`src/rtl/dpram_arb_pkg.sv`:
```
// Shared types and constants for the dual-port RAM port arbiter.
package dpram_arb_pkg;

  localparam int unsigned DefNumReq = 4;
  localparam int unsigned DefAw     = 10;
  localparam int unsigned DefDw     = 8;

  typedef enum logic [1:0] {
    StIdle    = 2'd0,
    StRdIssue = 2'd1,
    StRdWait  = 2'd2
  } state_e;

  // Width of an encoded requester id; never zero.
  function automatic int unsigned id_width(input int unsigned n);
    return (n > 1) ? $clog2(n) : 1;
  endfunction

endpackage

```
`src/rtl/dpram_rr_pick.sv`:
```
// Combinational round-robin picker: first set request searching upward from i_ptr+1.
module dpram_rr_pick #(
  parameter int unsigned NUM_REQ = 4,
  parameter int unsigned IW      = 2
) (
  input  logic [NUM_REQ-1:0] i_req,
  input  logic [IW-1:0]      i_ptr,
  output logic [NUM_REQ-1:0] o_gnt,
  output logic [IW-1:0]      o_id,
  output logic               o_any
);

  always_comb begin
    int unsigned w_idx;
    w_idx = 0;
    o_gnt = '0;
    o_id  = '0;
    o_any = 1'b0;
    for (int unsigned k = 1; k <= NUM_REQ; k++) begin
      w_idx = (32'(i_ptr) + k) % NUM_REQ;
      if (!o_any && i_req[w_idx]) begin
        o_gnt[w_idx] = 1'b1;
        o_id         = w_idx[IW-1:0];
        o_any        = 1'b1;
      end
    end
  end

endmodule

```
`src/rtl/dpram_port_arbiter.sv`:
```
// Round-robin sequencer sharing one synchronous RAM port among NUM_REQ requesters.
// Optional write-protect window enabled by defining DPRAM_ARB_WPROT_EN.
module dpram_port_arbiter
  import dpram_arb_pkg::*;
#(
  parameter int unsigned NUM_REQ = DefNumReq,
  parameter int unsigned AW      = DefAw,
  parameter int unsigned DW      = DefDw
) (
  input  logic                  clk,
  input  logic                  rst_n,
  input  logic [NUM_REQ-1:0]    req_valid,
  output logic [NUM_REQ-1:0]    req_ready,
  input  logic [NUM_REQ-1:0]    req_we,
  input  logic [NUM_REQ*AW-1:0] req_addr,
  input  logic [NUM_REQ*DW-1:0] req_wdata,
  output logic [NUM_REQ-1:0]    rsp_valid,
  output logic [DW-1:0]         rsp_rdata,
  output logic                  mem_en,
  output logic                  mem_we,
  output logic [AW-1:0]         mem_addr,
  output logic [DW-1:0]         mem_wdata,
  input  logic [DW-1:0]         mem_rdata
`ifdef DPRAM_ARB_WPROT_EN
  ,
  input  logic                  wprot_on,
  input  logic [AW-1:0]         wprot_lo,
  input  logic [AW-1:0]         wprot_hi,
  output logic                  wr_err
`endif
);

  localparam int unsigned IW = id_width(NUM_REQ);

  state_e               r_state, w_state_d;
  logic [IW-1:0]        r_ptr, r_id;
  logic                 r_mem_en, r_mem_we;
  logic [AW-1:0]        r_mem_addr;
  logic [DW-1:0]        r_mem_wdata;
  logic [NUM_REQ-1:0]   r_rsp_valid;
  logic [DW-1:0]        r_rsp_rdata;

  logic [NUM_REQ-1:0]   w_gnt;
  logic [IW-1:0]        w_win_id;
  logic                 w_any, w_idle, w_hs, w_wblock;
  logic                 w_win_we;
  logic [AW-1:0]        w_win_addr;
  logic [DW-1:0]        w_win_wdata;

  dpram_rr_pick #(
    .NUM_REQ (NUM_REQ),
    .IW      (IW)
  ) u_pick (
    .i_req (req_valid),
    .i_ptr (r_ptr),
    .o_gnt (w_gnt),
    .o_id  (w_win_id),
    .o_any (w_any)
  );

  assign w_idle = (r_state == StIdle);
  assign w_hs   = w_idle && w_any;
  // Ready must also read low while reset is asserted, not just after the next edge.
  assign req_ready = (w_idle && rst_n) ? w_gnt : '0;

  always_comb begin
    w_win_we    = 1'b0;
    w_win_addr  = '0;
    w_win_wdata = '0;
    for (int unsigned i = 0; i < NUM_REQ; i++) begin
      if (w_gnt[i]) begin
        w_win_we    = req_we[i];
        w_win_addr  = req_addr[i*AW +: AW];
        w_win_wdata = req_wdata[i*DW +: DW];
      end
    end
  end

`ifdef DPRAM_ARB_WPROT_EN
  logic r_wr_err;
  assign w_wblock = wprot_on && (w_win_addr >= wprot_lo) && (w_win_addr <= wprot_hi);
  assign wr_err   = r_wr_err;
`else
  assign w_wblock = 1'b0;
`endif

  always_comb begin
    w_state_d = r_state;
    unique case (r_state)
      StIdle:    if (w_hs && !w_win_we) w_state_d = StRdIssue;
      StRdIssue: w_state_d = StRdWait;
      StRdWait:  w_state_d = StIdle;
      default:   w_state_d = StIdle;
    endcase
  end

  always_ff @(posedge clk or negedge rst_n) begin
    if (!rst_n) r_state <= StIdle;
    else        r_state <= w_state_d;
  end

  always_ff @(posedge clk or negedge rst_n) begin
    if (!rst_n) begin
      r_ptr       <= IW'(NUM_REQ - 1);
      r_id        <= '0;
      r_mem_en    <= 1'b0;
      r_mem_we    <= 1'b0;
      r_mem_addr  <= '0;
      r_mem_wdata <= '0;
      r_rsp_valid <= '0;
      r_rsp_rdata <= '0;
`ifdef DPRAM_ARB_WPROT_EN
      r_wr_err    <= 1'b0;
`endif
    end else begin
      r_mem_en    <= 1'b0;
      r_mem_we    <= 1'b0;
      r_rsp_valid <= '0;
      if (w_hs) begin
        r_ptr <= w_win_id;
        if (w_win_we) begin
          // A protected write is consumed but leaves the RAM slot empty.
          if (!w_wblock) begin
            r_mem_en    <= 1'b1;
            r_mem_we    <= 1'b1;
            r_mem_addr  <= w_win_addr;
            r_mem_wdata <= w_win_wdata;
          end
`ifdef DPRAM_ARB_WPROT_EN
          if (w_wblock) r_wr_err <= 1'b1;
`endif
        end else begin
          r_mem_en   <= 1'b1;
          r_mem_addr <= w_win_addr;
          r_id       <= w_win_id;
        end
      end
      if (r_state == StRdWait) begin
        r_rsp_valid <= NUM_REQ'(1) << r_id;
        r_rsp_rdata <= mem_rdata;
      end
    end
  end

  assign mem_en    = r_mem_en;
  assign mem_we    = r_mem_we;
  assign mem_addr  = r_mem_addr;
  assign mem_wdata = r_mem_wdata;
  assign rsp_valid = r_rsp_valid;
  assign rsp_rdata = r_rsp_rdata;

endmodule

```
`config.mk`:
```
export PLATFORM = sky130hd
export DESIGN_NAME = dpram_port_arbiter
export DESIGN_NICKNAME = d
export VERILOG_FILES = /design/src/rtl/dpram_arb_pkg.sv /design/src/rtl/dpram_rr_pick.sv /design/src/rtl/dpram_port_arbiter.sv
export SDC_FILE = /design/constraint.sdc
export NUM_CORES = 1
export LEC_CHECK = 0
export CAP_MARGIN = 5
export CELL_PAD_IN_SITES_DETAIL_PLACEMENT = 1
export CELL_PAD_IN_SITES_GLOBAL_PLACEMENT = 2
export CORE_AREA = 3 3 112 114
export DETAILED_ROUTE_END_ITERATION = 8
export DIE_AREA = 0 0 115 117
export GPL_TIMING_DRIVEN = 0
export PLACE_DENSITY = 0.88
export SLEW_MARGIN = 40
export SYNTH_ARGS = -nofsm -noshare
export SYNTH_HDL_FRONTEND = slang
export SYNTH_SLANG_ARGS = --single-unit
```
`constraint.sdc`:
```
create_clock -name clk -period 4.3 [get_ports clk]
set_input_delay 1.075 -clock clk [delete_from_list [all_inputs] [get_ports clk]]
set_output_delay 1.075 -clock clk [all_outputs]
set_load 0.01 [all_outputs]
```
==> flow_metrics.py, run 1 <==
metrics = {
    "sta": {
        "timing.fmax_mhz": 235,
        "pin_slew_with_the_least_headroom_to_its_limit_ns": 0.628,
        "layout_setup_ws_ns": 0.0386,
        "final_hold_violating_endpoints": 0,
        "maxSlewViolCount": 0,
        "setup_viol": 0,
        "period_minus_slack_ns": 4.26,
        "timing.final.crit_share_pct": 99.1,
        "relSlewSlack_pct": 58.1,
        "setup_tns_ns": 0,
        "worst_clock_skew_ns": 0.00641,
        "grt_setup_unrepaired": "true",
    },
    "clocking": {
        "clock_tree.root_cell": "clkbuf_16",
        "deepest_level_of_the_cts_h_tree": 2,
        "clock_sink_count": 38,
        "cts.reportedPaths.clkPinSlew_ns": 0.06,
        "worst_skew_pair.late_latency_ns": 0.28,
        "tritoncts": "built",
        "cts-buffers-inserted": 5,
        "cts_max_path_buffers": 2,
    },
    "pwr": {
        "fin_total_pwr_mw": 3.96,
        "pwr_density_cell_mw_per_mm2": 867,
        "power.leakage_nw": 1.99,
        "peakVddDrop_uv": 373,
    },
    "place": {
        "preCtsSetupSlack_ns": -0.961,
        "io_buffer_count": 121,
        "routability_driven_placement_congestion_ratio": 0.850,
        "dp.cells": 543,
        "dp_hpwl_um": 7880,
    },
    "final_layout": {
        "share_of_post_route_cells_with_drive_strength_above_1_pct": 19.8,
        "n_antenna_cell": 0,
        "final_nets": 521,
        "instances_no_fill": 567,
        "final_util_pct": 39.7,
        "layout.filler_cells": 1325,
        "area.growth.synth_to_final_pct": 65.4,
    },
    "route": {
        "drcViolationCount": 0,
        "num_vias": 2807,
        "drt-initial-drc-count": 108,
        "routed_via_density": 4.95,
        "routed_wire_length_um": 10500,
        "detail-route-antenna-nets": 0,
        "wire_per_inst_um": 18.5,
        "detail_route.first_pass.iterations": 5,
    },
    "synthesis": {
        "synth-seq-area-share_pct": 34.5,
        "mappedNetlistNets": 377,
        "synth_ff_type": "dfrtp_1",
        "synth_cells": 279,
        "synth_area_per_cell_um2": 9.90,
        "synth_edf_count": 0,
        "yosys_warnings": 0,
        "synthDistinctLibCells": 53,
        "proportion_of_register_bits_with_asynchronous_set_or_reset_after_synthesis_pct": 100,
        "post_synth_design_cell_area_mm2": 0.00276,
        "ys_seq_elements": 38,
    },
    "floorplan": {
        "die_area_mm2": 0.0135,
        "die_h_um": 117,
        "total_core_area_mm2": 0.0115,
        "placement_rows": 39,
        "io_pins": 126,
        "floorplan.initialDensity_pct": 24.0,
        "die_w_um": 115,
    },
    "global_route": {
        "globalRoute.totalOverflow": 0,
        "initial_antenna_violation_count": 0,
        "first_global_vias": 3108,
        "grt_start_max_net_pins": 40,
        "grt_first_pass_wirelength_um": 16200,
        "grt.total_usage_pct": 15.5,
    },
    "setup_path": {
        "critical_path_buf_inv_count": 6,
        "crit_path_start": "r_ptr[0]",
        "critical_path.endpoint_type": "primary output",
        "path_cells": "buf_8 -> clkinv_8 -> ha_1 -> buf_6 -> mux2_2 -> nand4_1 -> buf_4 -> a21boi_4 -> or3_4 -> buf_6 -> nor2b_1 -> clkdlybuf4s15_2",
        "cp_max_stage_cell": "dfstp_2",
        "worst_path_dominant_cell_family": "buffers and inverters",
        "worst-endpoint-required_ns": 3.22,
        "crit_arrival_ns": 3.19,
        "crit_path_start_kind": "register",
        "regToRegStartpoint": "r_ptr[0]",
        "critical_path_peak_fanout": 11,
        "crit_path_max_incr_delay_ns": 0.56,
        "worst-setup-path-type": "register to primary output",
        "cpMostUsedCell": "buf_6",
    },
    "status": {
        "status": "complete, no violations",
    },
    "min_path": {
        "hold_path_class": "register to register",
        "hp-start": "r_id[1]",
    },
    "flow_run": {
        "max-cap-violations": 0,
    },
}
[worst paths after layout]
check                                to  slack (ns)  cells after the start
setup / recovery           req_ready[1]        0.04                     12
hold / removal             rsp_valid[1]        0.45                      1
setup reg to reg            mem_addr[2]        0.62                     15
hold reg to reg            rsp_valid[1]        0.45                      1
max in group asynchronous      r_ptr[1]        3.15                      1
min in group asynchronous  rsp_rdata[1]        0.77                      1
[where the power goes]
group	switching [mW]	internal (mW)	leakage [nW]	total [mW]
combinational	1.45	1.38	1.43	2.83
clock	0.150	0.333	0.0940	0.483
sequential	0.0951	0.550	0.459	0.645
[kinds of logic after synthesis]
| kind of cell | count (synthesis) | synth area share (%) |
|---|---|---|
| adders and majority gates | 8 | 3.62 |
| and+or+nand+nor | 60 | 13.5 |
| AOI/OAI and AO/OA | 98 | 28.5 |
| buffers and inverters | 48 | 8.51 |
| muxes | 27 | 11.3 |
| DFF | 38 | 34.5 |
[timing repair]
action                                  in CTS  in global routing
endpoints found under the setup margin       4                  2
gates resized for setup                     28                  2
pin swaps                                    5                  2
hold buffers                                 0                  0
setup buffers                               18                  1
[cells in the mapped netlist (9+ instances only)]
library cell / n / area [um^2]
o31ai_1: 9 / 67.6
o221ai_1: 12 / 105
mux2i_1: 14 / 140
nor2_1: 18 / 67.6
mux2_2: 10 / 113
buf_2: 11 / 55.1
nor3b_1: 9 / 67.6
nand2_1: 10 / 37.5
a21oi_1: 22 / 110
o21a_1: 9 / 67.6
a21o_1: 10 / 75.1
dfrtp_1: 36 / 901
inv_1: 22 / 82.6
[routing by layer]
layer  vias to the layer above  share of wire (%)  track usage, %  wire [um]
li1                       1319                  -               -          -
met1                      1368                 41            18.6       4310
met2                       102                 50            27.3       5250
met3                        18                6.8            3.96        716
met4                         0                2.1            4.62        223
met5                         -                  0               0          0
[cell usage in the layout, fill, tap and decap left out, drive strengths merged, types with 2 or more instances in the layout]
cell type,count
clkdlybuf4s50,116
buf,37
dfrtp,36
a21oi,23
inv,22
nor2,18
mux2i,14
nor3b,13
o221ai,12
mux2,11
a21o,10
nand2,10
o31ai,10
o21a,9
o311ai,9
clkbuf,9
a22oi,8
ha,8
nor2b,4
and2,4
o21ai,4
nor3,3
nand4,3
mux4,2
a2111oi,2
bufinv,2
dlygate4sd2,2
dfstp,2
clkinv,2
a221oi,2
a21boi,2
a31oi,2
[area by class of cell]
type | instances | area (um^2) | area share [%]
repair buffers | 140 | 1350 | 29.6
clock inverters | 3 | 68.8 | 1.51
multi-input cells | 193 | 1630 | 35.7
clock buffers | 5 | 125 | 2.74
plain buffers | 21 | 154 | 3.37
flip-flops and latches | 38 | 953 | 20.9
inverters | 24 | 106 | 2.33
well taps | 143 | 179 | 3.92
[per-stage QoR]
step | area (um^2) | hold WS (ns)
2_1_floorplan | 2760 | 0.424
3_3_place_gp | 4150 | 0.437
3_5_place_dp | 4150 | 0.440
4_1_cts | 4560 | 0.447
5_1_grt | 4570 | 0.471
6_report | 4570 | 0.446
[state kept, by name, summed over array words and instances (netlist names)]
signal and cells:
mem_en 1, r_state 2, mem_we 1, mem_addr 10
r_id 2, mem_wdata 8, r_ptr 2, rsp_valid 4
rsp_rdata 8
Note: power is estimated with default switching activity, not from simulation.
==> run 2: changes to the inputs <==
--- a/config.mk
+++ b/config.mk
@@ -11,6 +11,7 @@
 export CORE_AREA = 3 3 112 114
 export DETAILED_ROUTE_END_ITERATION = 8
 export DIE_AREA = 0 0 115 117
+export GPL_ROUTABILITY_DRIVEN = 1
 export GPL_TIMING_DRIVEN = 0
 export PLACE_DENSITY = 0.88
 export SLEW_MARGIN = 40
==> results of run 2 <==
The final DEF is identical to that of run 1; final timing and power are the same.
